--- config.mk ---
export PLATFORM = sky130hd
export DESIGN_NAME = alu181_serial
export DESIGN_NICKNAME = d
export VERILOG_FILES = /design/src/rtl/alu181_pkg.sv /design/src/rtl/alu181_slice.sv /design/src/rtl/alu181_serial.sv
export SDC_FILE = /design/constraint.sdc
export NUM_CORES = 1
export LEC_CHECK = 0
export ABC_AREA = 1
export BUFFER_PORTS_ARGS = -buffer_cell sky130_fd_sc_hd__buf_4
export CORE_MARGIN = 2
export CORE_UTILIZATION = 49
export CTS_BUF_LIST = sky130_fd_sc_hd__clkbuf_16
export DETAILED_ROUTE_END_ITERATION = 6
export HOLD_SLACK_MARGIN = 0.15
export PLACE_DENSITY = 0.76
export SYNTH_ARGS = -nofsm -noshare
export SYNTH_HDL_FRONTEND = slang
export SYNTH_SLANG_ARGS = --single-unit
--- constraint.sdc ---
create_clock -name clk -period 1.86 [get_ports clk]
set_input_delay 0.372 -clock clk [delete_from_list [all_inputs] [get_ports clk]]
set_output_delay 0.372 -clock clk [all_outputs]
set_load 0.02 [all_outputs]
--- src/rtl/alu181_pkg.sv ---
`default_nettype none
// ============================================================================
// Module   : alu181_pkg
// Brief    : Shared types and constants for the serial 74181-style ALU.
// Revision : 1.0 - initial release
// ============================================================================
package alu181_pkg;

    typedef enum logic [1:0] {
        IDLE = 2'd0,
        RUN  = 2'd1,
        DONE = 2'd2
    } state_t;

    localparam int SLICE_W = 4;

    // Common function selects; the mode bit that goes with each is noted.
    localparam logic [3:0] S_ADD = 4'b1001;  // m = 0
    localparam logic [3:0] S_SUB = 4'b0110;  // m = 0
    localparam logic [3:0] S_XOR = 4'b0110;  // m = 1

endpackage
`default_nettype wire

--- src/rtl/alu181_slice.sv ---
`default_nettype none
// ============================================================================
// Module   : alu181_slice
// Brief    : Combinational 4-bit 74181-style slice, active-low carry in/out.
// Revision : 1.0 - initial release
// ============================================================================
module alu181_slice
    import alu181_pkg::*;
(
    input  logic [SLICE_W-1:0] a,
    input  logic [SLICE_W-1:0] b,
    input  logic [3:0]         s,
    input  logic               m,
    input  logic               cn_b,
    output logic [SLICE_W-1:0] f,
    output logic               cn4_b
);

    logic [SLICE_W-1:0] w_e;
    logic [SLICE_W-1:0] w_d;
    logic [SLICE_W-1:0] w_c_b;
    logic               w_y;

    assign w_e = ~((a & b & {SLICE_W{s[3]}}) | (a & ~b & {SLICE_W{s[2]}}));
    assign w_d = ~((~b & {SLICE_W{s[1]}}) | (b & {SLICE_W{s[0]}}) | a);

    // In the active-low carry domain a bit propagates "no carry" when e=1
    // and forces "no carry" when e&d=1.
    assign w_c_b[0] = cn_b;
    assign w_c_b[1] = (w_e[0] & w_d[0]) | (w_e[0] & cn_b);
    assign w_c_b[2] = (w_e[1] & w_d[1]) | (w_e[1] & w_e[0] & w_d[0])
                    | (w_e[1] & w_e[0] & cn_b);
    assign w_c_b[3] = (w_e[2] & w_d[2]) | (w_e[2] & w_e[1] & w_d[1])
                    | (w_e[2] & w_e[1] & w_e[0] & w_d[0])
                    | (w_e[2] & w_e[1] & w_e[0] & cn_b);

    assign w_y = ~((w_e[3] & w_d[3]) | (w_e[3] & w_e[2] & w_d[2])
                 | (w_e[3] & w_e[2] & w_e[1] & w_d[1])
                 | (w_e[3] & w_e[2] & w_e[1] & w_e[0] & w_d[0]));

    assign cn4_b = ~(w_y & ~(&w_e & cn_b));
    assign f     = w_e ^ w_d ^ (~w_c_b | {SLICE_W{m}});

endmodule
`default_nettype wire

--- src/rtl/alu181_serial.sv ---
`default_nettype none
// ============================================================================
// Module   : alu181_serial
// Brief    : WIDTH-bit 74181-style ALU evaluated one slice per clock, LS first.
// Revision : 1.0 - initial release
// ============================================================================
module alu181_serial
    import alu181_pkg::*;
#(
    parameter int WIDTH = 16
) (
    input  logic             clk,
    input  logic             rst_n,
    input  logic             in_valid,
    output logic             in_ready,
    input  logic [WIDTH-1:0] a,
    input  logic [WIDTH-1:0] b,
    input  logic [3:0]       s,
    input  logic             m,
    input  logic             cn_b,
    output logic             out_valid,
    input  logic             out_ready,
    output logic [WIDTH-1:0] f,
    output logic             cout_b,
    output logic             aeb
);

    localparam int              NSLICE     = WIDTH / SLICE_W;
    localparam int              IDX_W      = (NSLICE > 1) ? $clog2(NSLICE) : 1;
    localparam logic [IDX_W-1:0] C_LAST_IDX = IDX_W'(NSLICE - 1);

    state_t             r_state;
    state_t             w_state_next;
    logic [WIDTH-1:0]   r_a;
    logic [WIDTH-1:0]   r_b;
    logic [WIDTH-1:0]   r_f;
    logic [3:0]         r_s;
    logic               r_m;
    logic               r_carry_b;
    logic               r_aeb;
    logic [IDX_W-1:0]   r_idx;
    logic               w_accept;
    logic               w_last;
    logic [SLICE_W-1:0] w_a_sl [NSLICE];
    logic [SLICE_W-1:0] w_b_sl [NSLICE];
    logic [SLICE_W-1:0] w_slice_f;
    logic               w_slice_cn4_b;

    generate
        for (genvar k = 0; k < NSLICE; k++) begin : g_split
            assign w_a_sl[k] = r_a[k*SLICE_W +: SLICE_W];
            assign w_b_sl[k] = r_b[k*SLICE_W +: SLICE_W];
        end
    endgenerate

    alu181_slice u_slice (
        .a     (w_a_sl[r_idx]),
        .b     (w_b_sl[r_idx]),
        .s     (r_s),
        .m     (r_m),
        .cn_b  (r_carry_b),
        .f     (w_slice_f),
        .cn4_b (w_slice_cn4_b)
    );

    assign w_last = (r_idx == C_LAST_IDX);

    always_ff @(posedge clk or negedge rst_n) begin
        if (!rst_n) begin
            r_state <= IDLE;
        end else begin
            r_state <= w_state_next;
        end
    end

    always_comb begin
        w_state_next = r_state;
        in_ready     = 1'b0;
        out_valid    = 1'b0;
        w_accept     = 1'b0;
        case (r_state)
            IDLE: begin
                in_ready = 1'b1;
                if (in_valid) begin
                    w_accept     = 1'b1;
                    w_state_next = RUN;
                end
            end
            RUN: begin
                if (w_last) begin
                    w_state_next = DONE;
                end
            end
            DONE: begin
                out_valid = 1'b1;
                if (out_ready) begin
                    w_state_next = IDLE;
                end
            end
            default: w_state_next = IDLE;
        endcase
    end

    always_ff @(posedge clk or negedge rst_n) begin
        if (!rst_n) begin
            r_a       <= '0;
            r_b       <= '0;
            r_s       <= '0;
            r_m       <= 1'b0;
            r_carry_b <= 1'b1;
            r_idx     <= '0;
            r_f       <= '0;
            r_aeb     <= 1'b0;
        end else if (w_accept) begin
            r_a       <= a;
            r_b       <= b;
            r_s       <= s;
            r_m       <= m;
            r_carry_b <= cn_b;
            r_idx     <= '0;
            r_aeb     <= 1'b1;
        end else if (r_state == RUN) begin
            for (int k = 0; k < NSLICE; k++) begin
                if (r_idx == IDX_W'(k)) begin
                    r_f[k*SLICE_W +: SLICE_W] <= w_slice_f;
                end
            end
            r_carry_b <= w_slice_cn4_b;
            r_aeb     <= r_aeb & (&w_slice_f);
            r_idx     <= r_idx + IDX_W'(1);
        end
    end

    assign f      = r_f;
    assign cout_b = r_carry_b;
    assign aeb    = r_aeb;

endmodule
`default_nettype wire

=== Word level (Yosys, flattened, before mapping) ===
Index checks and enable logic that the tools add are counted.

* Register bits after elaboration: 59
* Output and inout bits: 20

* Muxes and demuxes: 20
* Reduce and logical (&&, ||, !) cells: 10
* Eq/ne operators: 8
* Add/subtract/negate cells: 1
* $lt $le $gt $ge: 1
* Bitwise gates (word level): 52

{| class="wikitable"
|+ Operators by type and width
! operator !! number
|-
| 4-bit AND || 6
|-
| 1-bit AND || 22
|-
| 4-bit binary-select mux with 2-bit select || 2
|-
| 4-bit two-way mux || 4
|-
| 4-bit NOT || 4
|-
| 4-bit bitwise OR || 4
|-
| 3-bit AND reduction || 5
|-
| 2-bit two-way mux || 5
|-
| 1-bit bitwise OR || 9
|-
| 1-bit two-way mux || 8
|-
| 4-bit AND reduction || 2
|-
| 4-bit bitwise XOR || 2
|-
| 2-bit == test, second input constant || 3
|-
| 2-bit != test, second input constant || 3
|-
| 2-bit one-hot mux with 3 select lines || 1
|-
| 2-bit by 1-bit == test with 1-bit output, second input constant || 2
|-
| 2-bit logical NOT || 2
|-
| 1-bit NOT || 4
|-
| 3-bit >= comparator, second input constant || 1
|-
| 2-bit NOT with 3-bit output || 1
|-
| 2-bit by 1-bit adder with 2-bit output, second input constant || 1
|-
| 2-bit nonzero test || 1
|}

=== Logic depth before layout (Yosys ltp) ===
Gate-level depths: netlist of run 1.

* Depth after elaboration: 21
* Gate-level depth with buffers: 16
* Depth with buffers taken out: 15

=== Cells and area by module ===
Synthesis of run 1 repeated with hierarchy kept, for this count alone.

* Cells, all modules: 375
* Area, all modules: 3042.9 um^2

{| class="wikitable"
|+ By module, submodules not included
! module !! cells an instance !! times used !! area each (um^2) !! seq. area each (um^2)
|-
| alu181_serial || 304 || 1 || 2647.5 || 1477.7
|-
| alu181_slice || 71 || 1 || 395.4 || 0.0
|}

=== Least setup slack after synthesis of run 1 ===
No wires, ideal clock.

* Path type: register to register
* Start point: register r_idx[0]
* End point: register r_aeb, in the netlist aeb
* Clock period less this slack: 1.935 ns
* Cell stages (with the launch flop): 16
* Data arrival time: 1.862 ns
* Buffers on the path: 2
* Slack: -0.075 ns
* Setup time: 0.073 ns
* Cell sequence: dfrtp_1 buf_6 inv_8 buf_12 nor2_2 o22ai_2 nand3_2 ha_1 o21bai_1 inv_1 nand2_1 nand2_1 nand2_1 nand2_2 nand3_2 a21oi_2

* Longest elaborated chain between the ends: 21
* Elaborated cells on any way between the ends: 45
* Those cells by class: 8 x mux; 36 x bitwise; 1 x reduce/logical

{| class="wikitable"
|+ Ends and longest elaborated chain
! what !! line !! RTL
|-
| from (decl) || alu181_serial.sv:41 || <nowiki>logic [IDX_W-1:0] r_idx;</nowiki>
|-
| from (signal assigned) || alu181_serial.sv:130 || <nowiki>r_idx <= r_idx + IDX_W'(1);</nowiki>
|-
| 2-bit NOT with 3-bit output (implied by the code) (*) || alu181_serial.sv:57, alu181_serial.sv:58 ||
|-
| 4-bit binary-select mux with 2-bit select || alu181_serial.sv:58 || <nowiki>.b (w_b_sl[r_idx]),</nowiki>
|-
| 4-bit two-way mux (implied by the code) (2 in a row) || alu181_serial.sv:58 ||
|-
| 4-bit NOT || alu181_slice.sv:24, alu181_slice.sv:25 ||
|-
| 4-bit AND (2 in a row) || alu181_slice.sv:24 || <nowiki>assign w_e = ~((a & b & {SLICE_W{s[3]}}) | (a & ~b & {SLICE_W{s[2]}}));</nowiki>
|-
| 4-bit bitwise OR || alu181_slice.sv:24 ||
|-
| 4-bit NOT || alu181_slice.sv:24 ||
|-
| 1-bit AND || alu181_slice.sv:33, alu181_slice.sv:34, alu181_slice.sv:35 ||
|-
| [3 not listed] || - ||
|-
| 1-bit bitwise OR || alu181_slice.sv:35 || <nowiki>| (w_e[2] & w_e[1] & w_e[0] & cn_b);</nowiki>
|-
| 4-bit NOT || alu181_slice.sv:42 || <nowiki>assign f = w_e ^ w_d ^ (~w_c_b | {SLICE_W{m}});</nowiki>
|-
| 4-bit bitwise OR || alu181_slice.sv:42 ||
|-
| 4-bit bitwise XOR (*) || alu181_slice.sv:42 ||
|-
| 4-bit AND reduction (*) || alu181_serial.sv:129 || <nowiki>r_aeb <= r_aeb & (&w_slice_f);</nowiki>
|-
| 1-bit AND (*) || alu181_serial.sv:129 ||
|-
| 1-bit two-way mux (*) || alu181_serial.sv:122 || <nowiki>end else if (r_state == RUN) begin</nowiki>
|-
| 1-bit two-way mux (*) || alu181_serial.sv:114 || <nowiki>end else if (w_accept) begin</nowiki>
|-
| to (signal assigned) || alu181_serial.sv:129 ||
|-
| to (decl) || alu181_serial.sv:40 || <nowiki>logic r_aeb;</nowiki>
|}

Mark *: on every way between the ends. The rest lies on a longest branch, timed or not. The select of a mux whose other input is x is not followed.
A chain may end at the register's enable or synchronous reset.

=== Worst setup path after layout of run 1 ===
Same ends and word-level chain as after synthesis.

==> metrics.txt, run 1 <==
die area=6660 sq um; Async S/R FF share, synth=100%; syn nets=411; WHS=208 ps; Slew HR=a little over 50%; first-pass GRT wire length=11300 um; Most common cell on crit path=nand2_4; reg2reg path depth=15; number of core rows=28; filler instances=~440; global-route usage over all layers=about 22%; fmax=494 MHz; HP Class=in -> reg; Hold EP=r_state[1]$_DFFE_PN0P_; Post-Synthesis Cells=361; clock root buffer=clkbuf_16; CP peak stage delay=about 370 ps; Antenna Violating Nets Remaining=0; CP Cell Sequence=buf_12, inv_16, nand2_4, nand3_4, nand2_4, nor2_4, nor3_4, ha_4, o21bai_1, inv_1, nand2_1, nand3_1, nand2_2, nand3_2, a21oi_2; Post-Synth Simple-Gate Area=between 20% and 30%; via count=between 2000 and 3000; #FFs+latches synth=between 50 and 60; commonest cells in the netlist=nand2_1, dfrtp_1, o21ai_0; Area Overhead vs Synth=42.2%; Required @ worst endpoint=2120 ps; RD Place Congestion=0.924; Final Max Slew Viols=0; final worst-path cycle share=109%; status=finished with violations; worst r2r dst=aeb$_DFFE_PN0P_; register area share after synthesis=50.1%; CTS clk-pin slew, worst paths=~50 ps; Crit Path Max Fanout=16; largest family of logic cells by synthesized area=simple AND/OR/NAND/NOR gates; Synth Area in Adders=about 3.4%; area share of the leading cell type in the synthesized netlist=49.2%; hold_sp=out_ready; CP Depth=15; Post-Syn Area per Cell=8.18 sq um; Synth area leaders=dfrtp_1, nand2_1, o21ai_0, ha_1, nand3_1; number of diodes=0; initial core utilization=50.1%; clk sinks=59; mux cell area share after synthesis=0%; worst hold stages=2; Vias/cell=approximately 5.1; # DRC=0; total iterations of the first detailed-routing run=4; Post-Place Setup Slack=-234 ps; Core ar.=5890 sq um; cell family with most CP delay=simple AND/OR/NAND/NOR gates; CTS tree=built; Post-Synth XOR/XNOR Area=less than 1%; Initial DRC Count=101; RSZ-0062 raised after global routing=yes; # IOs=a little over 60; Post-synth EDFFs=0; max-capacitance violation count=0; Die Width=81.6 um; share of cells above drive strength 1=38.4%; r2r startpoint=r_idx[0]$_DFFE_PN0P_; clock tree buffer depth=2; Compound-Gate Fraction of Synth Area=10.1%; pin count of the biggest net entering global routing=60; vias in the first global route=around 2500; routed len/inst=14.0 um; H-tree Lvls=3; Worst path slowest cell=dfrtp_1; Final WS setup=-165 ps; crit path buf inv count=3; CTS Buf Count=9; final hold vios=0; CP Class=reg -> reg; worst skew pair latency=between 300 and 400 ps; Worst Setup End Kind=flip-flop; Final #Nets=498; WP data arrival=2280 ps; final global-route overflow total=0; Tightest Pin Transition=732 ps; Yosys warning total=0; die height=81.6 um; Netlist cell types=35; Post-synth top flop=dfrtp_1; r2r setup slk=-160 ps; startpoint types=flip-flop; most frequent cell after synthesis=nand2_1; Yosys top cell by area=dfrtp_1; violated checks=setup timing; synthesized area=2950 sq um; initial antenna violation count=0; DP Wirelength=4870 um; Total Wirelength=between 7000 and 8000 um; Period minus WS final=2020 ps; Buffers on Ports=slightly above 60; setup violators final=15; Worst Skew=3.50 ps
-- final cells by class --
class	count	area [sq um]	area share [%]
Multi-Input combinational cell	264	1550	36.9
Timing Repair Buffer	88	691	16.5
Clock inverter	7	37.5	0.894
Sequential cell	59	1480	35.2
Inverter	26	124	2.95
Tap cell	75	93.8	2.24
Clock buffer	9	225	5.37
-- state kept, by name, summed over array words and instances (netlist names) --
register / count
aeb: 1
r_a: 16
r_m: 1
r_idx: 2
r_s: 4
f: 16
r_b: 16
r_state: 2
cout_b: 1
-- cell families (layout without fill, tap and decap cells) --
logic type	Yosys count	count (layout)
compound gates	46	46
xor+xnor	1	1
fa+ha+maj	8	8
buf+inv	38	130
flops	59	59
simple gates	209	209
-- worst reg2reg max path: cells and delay by family, from the launching register on --
kind	cells	cell delay (ps)
buffers and inverters	3	270
AND/OR/NAND/NOR	9	900
AO/OA/AOI/OAI	2	230
adder cells (fa/ha/maj)	1	170
flip-flops	1	370
-- cell usage in the layout, fill, tap and decap left out, drive strengths merged, types with 2 or more instances in the layout --
cell      Yosys  final
inv          26     27
o211ai        3      3
buf           8     87
ha            8      8
nand2       165    165
nor2         19     19
nand3        22     22
clkinvlp      0      2
a21oi         3      3
o21ai        33     33
o22ai         2      2
clkbuf        4      9
dfrtp        58     58
clkinv        0      4
o21bai        2      2
-- stage by stage --
| step | utilization (%) | setup TNS [ps] | instance area (sq um) | cells |
|---|---|---|---|---|
| 2_1_floorplan | - | -127 | 2970 | 361 |
| 3_3_place_gp | 60.7 | -1210 | 3570 | 501 |
| 3_5_place_dp | 60.7 | -2580 | 3570 | 501 |
| 4_1_cts | 66.8 | -816 | 3930 | 520 |
| 5_1_grt | 71.3 | -3230 | 4200 | 528 |
| 6_report | 71.3 | -1470 | 4200 | 528 |
-- what timing repair did --
action	CTS	global route
pin swaps	5	18
buffers inserted	2	8
hold buffers	1	0
cloned	0	0
setup endpoints to repair	17	17
hold endpoints to repair	58	0
gates resized for setup	18	56
-- metal layers --
layer | GRT usage (%) | up-vias | wire (um)
met5 | 0 | - | 0
li1 | - | 1322 | -
met2 | 38.4 | 72 | 3700
met1 | 27.5 | 1272 | 3150
met3 | 4.51 | 15 | 357
met4 | 10.0 | 0 | 167
-- worst max-delay path by stage --
stage | to | start | slack (ps)
finish | aeb$_DFFE_PN0P_ | r_idx[0]$_DFFE_PN0P_ | -160
detailed placement | aeb$_DFFE_PN0P_ | r_idx[0]$_DFFE_PN0P_ | -230
floorplan | aeb$_DFFE_PN0P_ | r_idx[0]$_DFFE_PN0P_ | -30
global route | aeb$_DFFE_PN0P_ | r_idx[0]$_DFFE_PN0P_ | -290
CTS | aeb$_DFFE_PN0P_ | r_idx[0]$_DFFE_PN0P_ | -110
global placement | aeb$_DFFE_PN0P_ | r_idx[0]$_DFFE_PN0P_ | -160
Power of run 1 is left out: the tool's default activity adds up to more than one toggle a clock period on the data nets, which glitch-free logic cannot reach.
==> run 2: changes to the inputs <==
ABC_AREA = default   (was 1)
CAP_MARGIN = 40   (was default)
==> run 2 against run 1 <==
The run still ends with setup timing left. First-iteration DRC count fell by 7.9%. Design area is 3.6% lower. Die area is 3.7% lower. Critical path depth is 6 lower. Utilization rose by 1.7 points. Synthesized cell count fell by 40%. Clock-buffer cell count is the same. Sequential share of layout area up 1.3 points. Largest cell class is now flip-flops and latches. Highest routed layer unchanged.
==> metrics.txt, run 2 <==
routed len/inst=around 17 um; Synth area leaders=dfrtp_1, mux2_2, mux4_1, nand2_1, ha_1; Vias/cell=5.34; clk sinks=59; initial antenna violation count=0; area share of the leading cell type in the synthesized netlist=51.2%; via count=2041; Slew HR=70.7%; initial core utilization=approximately half; pin count of the biggest net entering global routing=44; Final Max Slew Viols=0; final hold vios=0; most frequent cell after synthesis=dfrtp_1; Worst path slowest cell=mux4_2; Period minus WS final=2520 ps; Post-Syn Area per Cell=13.0 sq um; CP Class=reg -> reg; Worst Setup End Kind=flip-flop; setup violators final=18; CTS Buf Count=9; CP peak stage delay=610 ps; die area=6410 sq um; worst skew pair latency=330 ps; CTS clk-pin slew, worst paths=50 ps; fmax=397 MHz; register area share after synthesis=52.1%; Crit Path Max Fanout=5; Final WS setup=-656 ps; vias in the first global route=2034; startpoint types=flip-flop; DP Wirelength=4310 um; first-pass GRT wire length=9930 um; clock tree buffer depth=2; Post-Synthesis Cells=218; Post-synth EDFFs=0; H-tree Lvls=3; Setup TNS=-9230 ps; Async S/R FF share, synth=100%; Post-synth top flop=dfrtp_1; commonest cells in the netlist=dfrtp_1, mux2_2, nand2_1; synthesized area=2840 sq um; most common cell after layout, fill and taps aside=buf_4; Final #Nets=roughly 360; Yosys top cell by area=dfrtp_1; # DRC=0; # IOs=62; clock root buffer=clkbuf_16; Required @ worst endpoint=between 2000 and 2500 ps; Netlist cell types=36; commonest cells after routing, fill and taps aside=buf_4, dfrtp_1, mux2_2; Core ar.=between 5000 and 6000 sq um; Tightest Pin Transition=439 ps; Post-Place Setup Slack=-551 ps; final global-route overflow total=0; RD Place Congestion=roughly 0.80; crit path buf inv count=1; Total Wirelength=6680 um; status=finished with violations; Worst Skew=10.0 ps; global-route usage over all layers=20.9%; syn nets=around 270; RSZ-0062 raised after global routing=yes; fin util=73.0%; total iterations of the first detailed-routing run=4; Die Width=80.1 um; final worst-path cycle share=135%; share of cells above drive strength 1=about 60%; #FFs+latches synth=59; number of diodes=0; CP Cell Sequence=buf_6, mux4_2, nor2b_2, a211oi_4, ha_4, a31oi_2, nor2_2, xor2_2, o41ai_2; violated checks=setup timing; die height=80.1 um; Antenna Violating Nets Remaining=0; cell family with most CP delay=multiplexers; Initial DRC Count=between 90 and 100; Buffers on Ports=61; WHS=278 ps; Yosys warning total=0; Area Overhead vs Synth=42.6%; number of core rows=27; max-capacitance violation count=0; WP data arrival=between 2000 and 3000 ps; CTS tree=built; HP Class=in -> reg
[run 2: cell families after synthesis]
family / synth area share [%]
compound gates: 9.13
xor+xnor: 2.03
fa+ha+maj: 3.53
buf+inv: 1.99
flops: 52.1
mux: 23.8
simple gates: 7.41
[run 2: what timing repair did]
action / CTS / global route
buffers inserted: 5 / 3
pin swaps: 12 / 8
hold endpoints to repair: 31 / 0
setup endpoints to repair: 18 / 18
gates resized for setup: 13 / 36
hold buffers: 1 / 0
[run 2: metal layers]
metal  track usage [%]  part of all wire [%]  routed length, um
met2              35.4                    54               3610
met1              25.1                    38               2570
met4              8.64                   2.0                134
met5                 0                     0                  0
met3              5.51                   5.6                376
[run 2: area by class of cell]
cell class                 instances  area (sq um)
clock buffer                       9           225
clock inverter                     6          81.3
fill                             383          1500
inverter                           5          18.8
multi-input combinational        146          1460
sequential                        59          1480
tap                               72          90.1
timing repair buffer              85           688
[run 2: worst register-to-register path, cell delays in order, from the launching register on]
cell and delay (ps):
dfrtp_1 390, buf_6 140, mux4_2 610, nor2b_2 260
a211oi_4 90, ha_4 180, a31oi_2 160, nor2_2 80
xor2_2 190, o41ai_2 320
[run 2: stage by stage]
step,area (sq um),cells
after floorplan,2850,218
after global placement,3500,358
after detailed placement,3500,358
after CTS,3860,379
after global routing,4050,382
final,4050,382
[run 2: final timing paths]
path	from	slack, ps	cells past startpoint	end
min in group asynchronous	rst_n	540	2	f[15]$_DFFE_PN0P_
min reg2reg	f[8]$_DFFE_PN0P_	480	2	f[8]$_DFFE_PN0P_
max in group asynchronous	rst_n	830	3	r_s[2]$_DFFE_PN0P_
max	r_idx[0]$_DFFE_PN0P_	-660	9	aeb$_DFFE_PN0P_
max reg2reg	r_idx[0]$_DFFE_PN0P_	-660	9	aeb$_DFFE_PN0P_
min	a[14]	280	2	r_a[14]$_DFFE_PN0P_
Power of run 2 is left out for the same reason.
